[config.mk]
export PLATFORM = sky130hd
export DESIGN_NAME = processor_control_unit
export DESIGN_NICKNAME = d
export VERILOG_FILES = /design/src/rtl/proc_pkg.sv /design/src/rtl/program_counter.sv /design/src/rtl/processor_control_unit.sv
export SDC_FILE = /design/constraint.sdc
export NUM_CORES = 1
export LEC_CHECK = 0
export ABC_AREA = 1
export BUFFER_PORTS_ARGS = -buffer_cell sky130_fd_sc_hd__buf_2
export CAP_MARGIN = 20
export CORE_MARGIN = 2
export CORE_UTILIZATION = 40
export DETAILED_ROUTE_END_ITERATION = 7
export PLACE_DENSITY = 0.78
export SETUP_SLACK_MARGIN = 0.3
export SYNTH_ARGS = -nofsm -noshare
export SYNTH_HDL_FRONTEND = slang
export SYNTH_HIERARCHICAL = 1
export SYNTH_SLANG_ARGS = --single-unit
[constraint.sdc]
create_clock -name Clk -period 3.2 [get_ports Clk]
set_input_delay 0.64 -clock Clk [delete_from_list [all_inputs] [get_ports Clk]]
set_output_delay 0.64 -clock Clk [all_outputs]
set_load 0.005 [all_outputs]
[src/rtl/proc_pkg.sv]
// Shared definitions for the ProjectB control unit:
// FSM state codes, opcodes, ALU selects and IR field positions.
package proc_pkg;

    typedef enum logic [3:0] {
        S_INIT   = 4'd0,
        S_FETCH  = 4'd1,
        S_DECODE = 4'd2,
        S_NOOP   = 4'd3,
        S_LOAD_A = 4'd4,
        S_LOAD_B = 4'd5,
        S_STORE  = 4'd6,
        S_ADD    = 4'd7,
        S_SUB    = 4'd8,
        S_HALT   = 4'd9
    } state_t;

    localparam logic [3:0] OP_NOOP  = 4'b0000;
    localparam logic [3:0] OP_STORE = 4'b0001;
    localparam logic [3:0] OP_LOAD  = 4'b0010;
    localparam logic [3:0] OP_ADD   = 4'b0011;
    localparam logic [3:0] OP_SUB   = 4'b0100;
    localparam logic [3:0] OP_HALT  = 4'b0101;

    localparam logic [2:0] ALU_PASS0 = 3'b000;
    localparam logic [2:0] ALU_ADD   = 3'b001;
    localparam logic [2:0] ALU_SUB   = 3'b010;
    localparam logic [2:0] ALU_PASSA = 3'b011;
    localparam logic [2:0] ALU_OR    = 3'b100;
    localparam logic [2:0] ALU_AND   = 3'b101;
    localparam logic [2:0] ALU_NOTA  = 3'b110;
    localparam logic [2:0] ALU_PASSB = 3'b111;

    localparam int OP_LSB      = 12;
    localparam int RA_LSB      = 8;
    localparam int RB_LSB      = 4;
    localparam int RD_LSB      = 0;
    localparam int LD_ADDR_LSB = 4;
    localparam int ST_ADDR_LSB = 0;

    typedef struct packed {
        logic       d_wr;
        logic       rf_s;
        logic       rf_w_en;
        logic [2:0] alu;
    } ctrl_t;

    function automatic ctrl_t state_ctrl(state_t s);
        ctrl_t c;
        c = '0;
        unique case (s)
            S_LOAD_B: begin
                c.rf_s    = 1'b1;
                c.rf_w_en = 1'b1;
            end
            S_STORE: c.d_wr = 1'b1;
            S_ADD: begin
                c.rf_w_en = 1'b1;
                c.alu     = ALU_ADD;
            end
            S_SUB: begin
                c.rf_w_en = 1'b1;
                c.alu     = ALU_SUB;
            end
            default: c = '0;
        endcase
        return c;
    endfunction

endpackage

[src/rtl/program_counter.sv]
// Program counter: synchronous clear, increment enable,
// wraps naturally at 2**PC_W.
module program_counter #(
    parameter int PC_W = 7
) (
    input  logic            i_clk,
    input  logic            i_clr,
    input  logic            i_inc,
    output logic [PC_W-1:0] o_pc
);

    logic [PC_W-1:0] r_pc;

    always_ff @(posedge i_clk) begin
        if (i_clr) begin
            r_pc <= '0;
        end else if (i_inc) begin
            r_pc <= r_pc + PC_W'(1);
        end
    end

    assign o_pc = r_pc;

endmodule

[src/rtl/processor_control_unit.sv]
// ProjectB control unit: fetch/decode/execute FSM, IR and PC,
// with registered Moore control outputs.
module processor_control_unit
    import proc_pkg::*;
#(
    parameter int PC_W      = 7,
    parameter int INSTR_W   = 16,
    parameter int RF_ADDR_W = 4,
    parameter int D_ADDR_W  = 8
) (
    input  logic                 Clk,
    input  logic                 Reset,
    input  logic [INSTR_W-1:0]   Instr_in,
    output logic [PC_W-1:0]      PC_out,
    output logic [INSTR_W-1:0]   IR_out,
    output logic [3:0]           State_out,
    output logic [D_ADDR_W-1:0]  D_addr,
    output logic                 D_wr,
    output logic                 RF_s,
    output logic [RF_ADDR_W-1:0] RF_W_addr,
    output logic                 RF_W_en,
    output logic [RF_ADDR_W-1:0] RF_Ra_addr,
    output logic [RF_ADDR_W-1:0] RF_Rb_addr,
    output logic [2:0]           ALU_s0
);

    state_t               r_state;
    state_t               w_next;
    logic [INSTR_W-1:0]   r_ir;
    ctrl_t                r_ctrl;
    logic [3:0]           w_op;
    logic                 w_fetch;

    assign w_op    = r_ir[OP_LSB +: 4];
    assign w_fetch = (r_state == S_FETCH);

    program_counter #(
        .PC_W (PC_W)
    ) u_pc (
        .i_clk (Clk),
        .i_clr (Reset),
        .i_inc (w_fetch),
        .o_pc  (PC_out)
    );

    always_comb begin
        w_next = r_state;
        unique case (r_state)
            S_INIT:   w_next = S_FETCH;
            S_FETCH:  w_next = S_DECODE;
            S_DECODE: begin
                unique case (1'b1)
                    (w_op == OP_STORE): w_next = S_STORE;
                    (w_op == OP_LOAD):  w_next = S_LOAD_A;
                    (w_op == OP_ADD):   w_next = S_ADD;
                    (w_op == OP_SUB):   w_next = S_SUB;
                    (w_op == OP_HALT):  w_next = S_HALT;
                    default:            w_next = S_NOOP;
                endcase
            end
            S_LOAD_A: w_next = S_LOAD_B;
            S_NOOP,
            S_STORE,
            S_LOAD_B,
            S_ADD,
            S_SUB:    w_next = S_FETCH;
            S_HALT:   w_next = S_HALT;
            default:  w_next = S_INIT;
        endcase
    end

    // Controls are computed from the next state so they line up with it.
    always_ff @(posedge Clk) begin
        if (Reset) begin
            r_state <= S_INIT;
            r_ir    <= '0;
            r_ctrl  <= '0;
        end else begin
            r_state <= w_next;
            r_ctrl  <= state_ctrl(w_next);
            if (w_fetch) begin
                r_ir <= Instr_in;
            end
        end
    end

    assign IR_out     = r_ir;
    assign State_out  = r_state;
    assign D_wr       = r_ctrl.d_wr;
    assign RF_s       = r_ctrl.rf_s;
    assign RF_W_en    = r_ctrl.rf_w_en;
    assign ALU_s0     = r_ctrl.alu;
    assign RF_Ra_addr = r_ir[RA_LSB +: RF_ADDR_W];
    assign RF_Rb_addr = r_ir[RB_LSB +: RF_ADDR_W];
    assign RF_W_addr  = r_ir[RD_LSB +: RF_ADDR_W];
    assign D_addr     = (w_op == OP_LOAD) ? r_ir[LD_ADDR_LSB +: D_ADDR_W]
                                          : r_ir[ST_ADDR_LSB +: D_ADDR_W];

endmodule
==> results of run 1 <==
[final timing paths]
kind / startpoint / to / slack [ps] / cells after the start
setup / recovery: IR_out[15] / D_addr[1] / 1120 / 4
hold / removal: u_pc/o_pc[2] / u_pc/o_pc[2] / 500 / 2
setup reg to reg: State_out[2] / u_pc/o_pc[5] / 1330 / 7
hold reg to reg: u_pc/o_pc[2] / u_pc/o_pc[2] / 500 / 2
[worst max-delay path, stage by stage, from the launching register on]
cell                      delay [ps]
sky130_fd_sc_hd__dfxtp_1         360
sky130_fd_sc_hd__nor2_4          170
sky130_fd_sc_hd__nand3_2         250
sky130_fd_sc_hd__o21ai_0         240
sky130_fd_sc_hd__buf_2           140
[cell usage in the layout (no fill, tap or decap), drive strengths merged, types with 2 or more instances in the layout]
cell and instances:
inv 21, a21oi 20, nand2 33, dfxtp 32, nand3 10, nor2 43
clkbuf 6, clkinv 2, buf 69, o21ai 24
[through the flow]
| step | utilization | cells |
|---|---|---|
| after floorplan | - | 204 |
| after global routing | 0.520 | 312 |
| after global placement | 0.490 | 304 |
| after detailed placement | 0.490 | 304 |
| after CTS | 0.520 | 312 |
| final | 0.520 | 312 |
[power by group]
part / total, mW / switching (mW) / internal [mW] / leakage [nW]
clock network: 0.369 / 0.138 / 0.231 / 0.0552
registers: 0.638 / 0.119 / 0.519 / 0.262
logic: 0.772 / 0.444 / 0.328 / 0.662
total: 1.78 / 0.701 / 1.08 / 0.980
[registers in the layout (all words and copies together), names as in the netlist]
| name | flops |
|---|---|
| ALU_s0 | 2 |
| D_wr | 1 |
| IR_out | 16 |
| RF_W_en | 1 |
| RF_s | 1 |
| State_out | 4 |
| u_pc/o_pc | 7 |
[kinds of logic (layout without fill, tap and decap cells)]
group	after synthesis	after routing	synth area share
other	1	1	0.00253
buffers and inverters	39	99	0.138
AND/OR/NAND/NOR	87	87	0.268
AO/OA/AOI/OAI	44	44	0.151
flip-flops	32	32	0.432
adder cells (fa/ha/maj)	1	1	0.00843
[layout make-up]
type | count | area [µm²]
clock buffers | 6 | 72.6
inverters | 22 | 82.6
clock inverters | 2 | 35.0
fillers | 369 | 1730
repair buffers | 69 | 345
well taps | 48 | 60.1
multi-input cells | 133 | 638
flip-flops and latches | 32 | 641
[per-layer routing]
| layer | global-route usage | share of wire | up-vias | wire length, µm |
|---|---|---|---|---|
| met5 | 0 | 0 | - | 0 |
| met4 | 0.0559 | 0.0071 | 0 | 23 |
| met3 | 0.0469 | 0.052 | 2 | 167 |
| met2 | 0.282 | 0.47 | 44 | 1520 |
| met1 | 0.190 | 0.47 | 631 | 1530 |
| li1 | - | - | 748 | - |
==> qor.log, run 1 <==
qor: routing.dr.first_iter.drc_count 49
qor: grt.number_of_antenna_violations_at_the_first_check_in_global_routing 0
qor: clock_tree.clock_tree_from_tritoncts yes
qor: logic_synthesis.synth_top_cell_by_area sky130_fd_sc_hd__dfxtp_1
qor: sta.report.final.hold_viol_count 0
qor: worst_setup_path.worstSetupPathType flop to primary output
qor: grt.gr-usage-all-layers 0.162
qor: clock_tree.cts-root-buf sky130_fd_sc_hd__clkbuf_8
qor: logic_synthesis.synthesis.nets 223
qor: logic_synthesis.synthesis.area 1480 µm²
qor: power.ir_drop 315 µV
qor: flow_run.cap_violations 0
qor: worst_setup_path.cp_data_required_time 2560 ps
qor: logic_synthesis.synthesis.area_per_instance 7.27 µm²
qor: sta.clock.fmax 481 MHz
qor: final_layout.insertedDiodeCount 0
qor: routing.drt_pre_antenna_iters 4
qor: final_layout.layout_cell_share_with_drive_strength_beyond_1 0.345
qor: placed_design.gpl.final_weighted_congestion 0.829
qor: routing.vias_per_cell 4.57
qor: run_status.status finished clean
qor: sta.final.setup_skew 3.83 ps
qor: logic_synthesis.yosys.cell_types.count 21
qor: die.number_of_i_o_pins 71
qor: power.p_leak 0.980 nW
qor: clock_tree.cts_inserted_buffers 5
qor: logic_synthesis.post_synth_most_frequent_cells sky130_fd_sc_hd__nor2_1, sky130_fd_sc_hd__dfxtp_1, sky130_fd_sc_hd__nand2_1
qor: clock_tree.clock_transition_at_path_regs 70 ps
qor: grt.grt_start_max_net_pins 28
qor: routing.antenna_left 0
qor: final_layout.design_area_final 1870 µm²
qor: logic_synthesis.flip_flop_cell_with_the_highest_count_after_synthesis sky130_fd_sc_hd__dfxtp_1
qor: worst_setup_path.worst_setup_path_start_kind flop
qor: worst_setup_path.critPathArrivalTime 1440 ps
qor: min_path.hold_path_class flop to flop
qor: die.rows 22
qor: logic_synthesis.ys_top_cells_by_area sky130_fd_sc_hd__dfxtp_1, sky130_fd_sc_hd__nor2_1, sky130_fd_sc_hd__o21ai_0
qor: sta.final_max_slew_viol_count 0
qor: clock_tree.htreeDepth 2
qor: worst_setup_path.critical_path.max_fanout 16
qor: sta.setup-violations-final 0
qor: sta.setup_total_negative_slack 0 ps
qor: logic_synthesis.synth-async-reset-ratio 0
qor: die.floorplan.initialDensity 0.412
qor: routing.routed-via-count 1425
qor: routing.routed_wire_length_per_instance 10.4 µm
qor: clock_tree.cts.sink_count 32
qor: die.core_region_area 3610 µm²
qor: logic_synthesis.share_of_yosys_cell_area_claimed_by_the_top_area_cell_type 0.432
qor: final_layout.layout-area-overhead-vs-synth 26.3%
qor: worst_setup_path.end_kind primary output
qor: placed_design.placement.cell_area 1770 µm²
qor: grt.first_pass_grt_wire_length 5310 µm
qor: logic_synthesis.synth_sequential_area_ratio 0.432
qor: sta.final.period_utilization 0.650
qor: grt.grt-ovfl-total 0
qor: clock_tree.cts.hold.buffers_added 0
qor: grt.number_of_global_route_vias_before_repair 1300
qor: die.die_area 4210 µm²
qor: clock_tree.post_cts.repair.setup_buffers 0
qor: sta.setup_ws 1120 ps
qor: logic_synthesis.synthesis.yosys.warnings 6
qor: clock_tree.clock_latency_on_the_worst_skew_pair 280 ps
qor: sta.hold-worst-slack 497 ps
qor: clock_tree.cts_buffer_depth 2
qor: clock_tree.post_cts_resized 0
qor: placed_design.detailed_place_hpwl 2410 µm
qor: logic_synthesis.yosysMostFrequentCell sky130_fd_sc_hd__nor2_1
qor: logic_synthesis.postSynthRegisterBits 32
qor: power.power_density 949 nW/µm²
qor: placed_design.dp_worst_setup_slack 1330 ps
qor: power.totalPowerFinal 1.78 mW
qor: logic_synthesis.syn-instance-count 204
qor: routing.drcViolationCount 0
qor: die.die_height 64.9 µm
qor: logic_synthesis.synth_enable_flop_cells 0
qor: sta.rsz_0062_raised_after_global_routing false
qor: final_layout.design.final.nets 282
qor: routing.drt_wl_total 3240 µm
qor: placed_design.port_buffers 69
qor: sta.period_needed 2080 ps
qor: die.fp.dieW 64.9 µm
Power figures use the tool's default switching activity.
==> inputs of run 2 (changes only) <==
Settings changed: PLACE_DENSITY 0.78 to 0.8.
Clock period 3.2 ns to 1.8 ns, I/O delays scaled along.
==> run 2 against run 1 <==
Against the previous run: clock skew about the same; clock-buffer cell count up 2; global-route usage up 0.81 points; critical path type unchanged; sequential share of layout area down 0.74 points.
==> qor.log, run 2 (same netlist as run 1, synthesis figures left out) <==
qor: run_status.status finished clean
qor: die.die_height 64.9 µm
qor: clock_tree.cts-root-buf sky130_fd_sc_hd__clkbuf_8
qor: placed_design.dp_worst_setup_slack 325 ps
qor: sta.setup-violations-final 0
qor: clock_tree.cts_buffer_depth 2
qor: worst_setup_path.cp_data_required_time 1440 ps
qor: die.number_of_i_o_pins 71
qor: final_layout.final_common_cell sky130_fd_sc_hd__buf_2
qor: grt.first_pass_grt_wire_length 5580 µm
qor: sta.setup_total_negative_slack 0 ps
qor: routing.drt_pre_antenna_iters 4
qor: sta.period_needed 1630 ps
qor: placed_design.port_buffers 69
qor: clock_tree.cts.hold.buffers_added 0
qor: power.ir_drop 581 µV
qor: worst_setup_path.worstSetupPathType flop to primary output
qor: routing.routed-via-count 1433
qor: die.rows 22
qor: power.power_density 1690 nW/µm²
qor: sta.final.period_utilization 0.905
qor: worst_setup_path.cpMostUsedCell sky130_fd_sc_hd__nor2_4
qor: sta.final.setup_skew 4.09 ps
qor: final_layout.final.fill_count 348
qor: worst_setup_path.critPathMaxStageDelay 340 ps
qor: die.fp.dieW 64.9 µm
qor: grt.number_of_global_route_vias_before_repair 1346
qor: final_layout.layout-area-overhead-vs-synth 29.8%
qor: flow_run.cap_violations 0
qor: final_layout.design.final.nets 287
qor: power.p_leak 0.993 nW
qor: sta.setup_ws 171 ps
qor: clock_tree.cts.sink_count 32
qor: sta.clock.fmax 614 MHz
qor: worst_setup_path.worst_setup_path_start_kind flop
qor: routing.drcViolationCount 0
qor: routing.routed_wire_length_per_instance 10.7 µm
qor: die.floorplan.initialDensity 0.412
qor: final_layout.postLayoutCoreUtil 0.534
qor: min_path.hold_path_class input pin to flop
qor: final_layout.number_of_flip_flops_in_the_largest_register 16
qor: final_layout.layout_cell_share_with_drive_strength_beyond_1 0.375
qor: die.die_area 4210 µm²
qor: final_layout.seqCellArea 644 µm²
qor: clock_tree.clock_tree_from_tritoncts yes
qor: final_layout.multi_input_comb_area 674 µm²
qor: worst_setup_path.crit_path_top_delay_cell sky130_fd_sc_hd__dfxtp_2
qor: final_layout.most-common-layout-cells sky130_fd_sc_hd__buf_2, sky130_fd_sc_hd__nor2_1, sky130_fd_sc_hd__dfxtp_1
qor: clock_tree.clock_latency_on_the_worst_skew_pair 280 ps
qor: sta.report.final.hold_viol_count 0
qor: sta.rsz_0062_raised_after_global_routing true
qor: routing.dr.first_iter.drc_count 56
qor: final_layout.design_area_final 1930 µm²
qor: final_layout.insertedDiodeCount 0
qor: worst_setup_path.end_kind primary output
qor: grt.gr-usage-all-layers 0.171
qor: clock_tree.cts_inserted_buffers 5
qor: die.core_region_area 3610 µm²
qor: routing.vias_per_cell 4.52
qor: routing.antenna_left 0
qor: power.totalPowerFinal 3.25 mW
qor: grt.number_of_antenna_violations_at_the_first_check_in_global_routing 0
qor: routing.drt_wl_total 3390 µm
qor: clock_tree.htreeDepth 2
qor: placed_design.detailed_place_hpwl 2400 µm
qor: grt.grt_start_max_net_pins 27
qor: placed_design.gpl.final_weighted_congestion 0.839
qor: grt.grt-ovfl-total 0
qor: sta.final_max_slew_viol_count 0
qor: clock_tree.clock_transition_at_path_regs 60 ps
qor: worst_setup_path.critical_path.max_fanout 8
qor: worst_setup_path.critPathArrivalTime 1270 ps
qor: worst_setup_path.crit_chain nor2_4 -> nand3_4 -> nor2_4 -> a21oi_2 -> buf_2
qor: placed_design.placement.cell_area 1780 µm²
[run 2: cell count changes in the layout (fill, tap and decap cells not counted), moves of 2 or more]
cell                      previous run  this run
sky130_fd_sc_hd__dfxtp_2             0         3
sky130_fd_sc_hd__nand3_4             0         2
sky130_fd_sc_hd__dfxtp_1            32        29
sky130_fd_sc_hd__buf_4               0         4
[run 2: through the flow]
stage	instances	hold WS, ps
2_1_floorplan	204	429
5_1_grt	317	332
6_report	317	330
3_3_place_gp	306	482
3_5_place_dp	306	502
4_1_cts	316	315
[run 2: cell type report]
type,count,share of cell area
Inverter,22,0.0429
Multi-Input combinational cell,134,0.350
Clock buffer,8,0.0468
Timing Repair Buffer,73,0.195
Sequential cell,32,0.334
Tap cell,48,0.0312
[run 2: timing repair]
item                                    CTS  global route
gates cloned                              1             0
hold endpoints to repair                  0             0
resized for setup                         5             5
setup buffers                             1             1
pin swaps                                 2             3
endpoints found under the setup margin    8             8
[run 2: path summary, 6_finish.rpt]
path / start / end / slack [ps] / depth (start not counted)
max: IR_out[15] / D_addr[7] / 170 / 5
min: Instr_in[2] / IR_out[2] / 330 / 3
max reg2reg: IR_out[15] / RF_W_en / 420 / 9
min reg2reg: u_pc/o_pc[0] / u_pc/o_pc[0] / 510 / 1
[run 2: layer usage]
layer  vias to the layer above  track usage  wire, µm
li1                        759            -         -
met1                       623        0.192      1490
met5                         -            0         0
met2                        44        0.305      1640
met3                         7       0.0295       190
met4                         0       0.0878        73
[run 2: power breakdown]
part           internal, mW  leakage [nW]  total [mW]  switching, mW
Clock                 0.311        0.0455       0.550          0.239
Sequential            0.930         0.263        1.16          0.228
Combinational         0.677         0.684        1.54          0.862
[run 2: worst max-delay path, delay by kind of cell, from the launching register on]
kind                   cells  cell delay (ps)
buffers and inverters      1              130
AND/OR/NAND/NOR            3              470
AO/OA/AOI/OAI              1               40
flip-flops                 1              340
==> inputs of run 3 (changes only) <==
Settings changed: CAP_MARGIN 20 to not set, PLACE_DENSITY 0.8 to 0.78.
Clock period 1.8 ns to 1.85 ns, I/O delays scaled along.
==> run 3 against run 2 <==
Against the previous run: critical path depth did not move; first-iteration DRC count rose by 27%; clock power rose by 16%; critical endpoint unchanged.
==> qor.log, run 3 (same netlist as run 1, synthesis figures left out) <==
qor: routing.drcViolationCount 0
qor: placed_design.dp_worst_setup_slack 356 ps
qor: placed_design.placement.cell_area 1780 µm²
qor: run_status.status finished clean
qor: sta.final_max_slew_viol_count 0
qor: clock_tree.cts-root-buf sky130_fd_sc_hd__clkbuf_8
qor: routing.met3RoutedLength 222 µm
qor: routing.routed_wire_length_per_instance 11.1 µm
qor: power.ir_drop 552 µV
qor: final_layout.final.fill_count 366
qor: grt.gr-usage-all-layers 0.171
qor: final_layout.layout-area-overhead-vs-synth 33.0%
qor: routing.routedLengthMet1 1650 µm
qor: grt.number_of_global_route_vias_before_repair 1296
qor: sta.setup_ws 184 ps
qor: worst_setup_path.critical_path.max_fanout 8
qor: clock_tree.htreeDepth 2
qor: final_layout.design.final.nets 288
qor: clock_tree.cts.sink_count 32
qor: grt.grt-ovfl-total 0
qor: grt.first_pass_grt_wire_length 5580 µm
qor: grt.number_of_antenna_violations_at_the_first_check_in_global_routing 0
qor: die.core_region_area 3610 µm²
qor: routing.dr.first_iter.drc_count 71
qor: die.number_of_i_o_pins 71
qor: sta.report.final.hold_viol_count 0
qor: sta.hold-worst-slack 335 ps
qor: worst_setup_path.critPathArrivalTime 1300 ps
qor: worst_setup_path.cp_data_required_time 1480 ps
qor: sta.rsz_0062_raised_after_global_routing true
qor: power.power_density 1690 nW/µm²
qor: sta.period_needed 1670 ps
qor: die.fp.dieW 64.9 µm
qor: die.rows 22
qor: final_layout.number_of_flip_flops_in_the_largest_register 16
qor: grt.grt_start_max_net_pins 27
qor: routing.antenna_left 0
qor: final_layout.most-common-layout-cells sky130_fd_sc_hd__buf_2, sky130_fd_sc_hd__nor2_1, sky130_fd_sc_hd__dfxtp_1
qor: clock_tree.clock_tree_from_tritoncts yes
qor: clock_tree.cts_buffer_depth 2
qor: routing.drt_pre_antenna_iters 4
qor: routing.length_of_routed_met2_wiring 1610 µm
qor: worst_setup_path.worst_setup_path_start_kind flop
qor: power.p_leak 1.01 nW
qor: sta.setup_total_negative_slack 0 ps
qor: sta.clock.fmax 600 MHz
qor: sta.final.setup_skew 3.87 ps
qor: min_path.hold_path_class input pin to flop
qor: final_layout.insertedDiodeCount 0
qor: worst_setup_path.critical_path.reg2reg.startpoint IR_out[15]
qor: clock_tree.cts_inserted_buffers 5
qor: die.floorplan.initialDensity 0.412
qor: routing.drt_wl_total 3530 µm
qor: routing.highest_layer met4
qor: die.die_height 64.9 µm
qor: worst_setup_path.end_kind primary output
qor: min_path.worstHoldStart Reset
qor: sta.final.period_utilization 0.901
qor: final_layout.design_area_final 1970 µm²
qor: die.die_area 4210 µm²
qor: sta.setup-violations-final 0
qor: placed_design.detailed_place_hpwl 2480 µm
qor: final_layout.layout_cell_share_with_drive_strength_beyond_1 0.396
qor: flow_run.cap_violations 0
qor: worst_setup_path.worstSetupPathType flop to primary output
qor: routing.routed-via-count 1469
qor: clock_tree.clock_transition_at_path_regs 60 ps
qor: routing.vias_per_cell 4.62
qor: clock_tree.clock_latency_on_the_worst_skew_pair 280 ps
qor: worst_setup_path.critPathLaunch IR_out[15]
qor: final_layout.final_common_cell sky130_fd_sc_hd__buf_2
qor: placed_design.port_buffers 69
qor: placed_design.gpl.final_weighted_congestion 0.802
==> run 3: through the flow <==
step	cells	total power, mW	utilization
after floorplan	204	2.07	-
after global placement	306	2.46	0.494
after detailed placement	306	2.50	0.494
after CTS	317	3.28	0.538
after global routing	318	3.61	0.547
final	318	3.34	0.547
==> run 3: critical path: stages (launching register included) <==
cell and delay (ps):
sky130_fd_sc_hd__dfxtp_4 350, sky130_fd_sc_hd__nor2_4 190, sky130_fd_sc_hd__nand3_4 170, sky130_fd_sc_hd__nor2_4 130
sky130_fd_sc_hd__a21oi_2 40, sky130_fd_sc_hd__buf_2 130
==> run 3: timing repair <==
action                                  in CTS  in global routing
resized for setup                           10                 10
hold buffers                                 0                  0
endpoints found under the setup margin       8                  8
pin swaps                                    4                  7
cloned                                       1                  0
buffers inserted                             2                  1
==> run 3: per-layer routing <==
layer / GRT usage / vias to the layer above
met4: 0.0559 / 0
met3: 0.0469 / 6
met1: 0.212 / 646
met5: 0 / -
met2: 0.285 / 51
li1: - / 766
==> run 3: area by class of cell <==
type	instances	area, µm²	area share
Multi-Input combinational cell	134	691	0.350
Sequential cell	32	649	0.329
Timing Repair Buffer	74	383	0.194
Inverter	22	82.6	0.0419
Clock buffer	6	72.6	0.0368
Tap cell	48	60.1	0.0304
Clock inverter	2	35.0	0.0178
==> run 3: path summary, 6_finish.rpt <==
check,to,slack [ps],cells after the start
worst max-delay path,D_addr[7],180,5
worst min-delay path,State_out[1],330,2
worst max register to register,RF_W_en,530,8
worst min register to register,u_pc/o_pc[2],500,2
==> run 3: where the power goes <==
part           switching [mW]  internal, mW  total, mW
Clock                   0.241         0.399      0.640
Sequential              0.225         0.912       1.14
Combinational           0.890         0.677       1.57
Total                    1.36          1.99       3.34
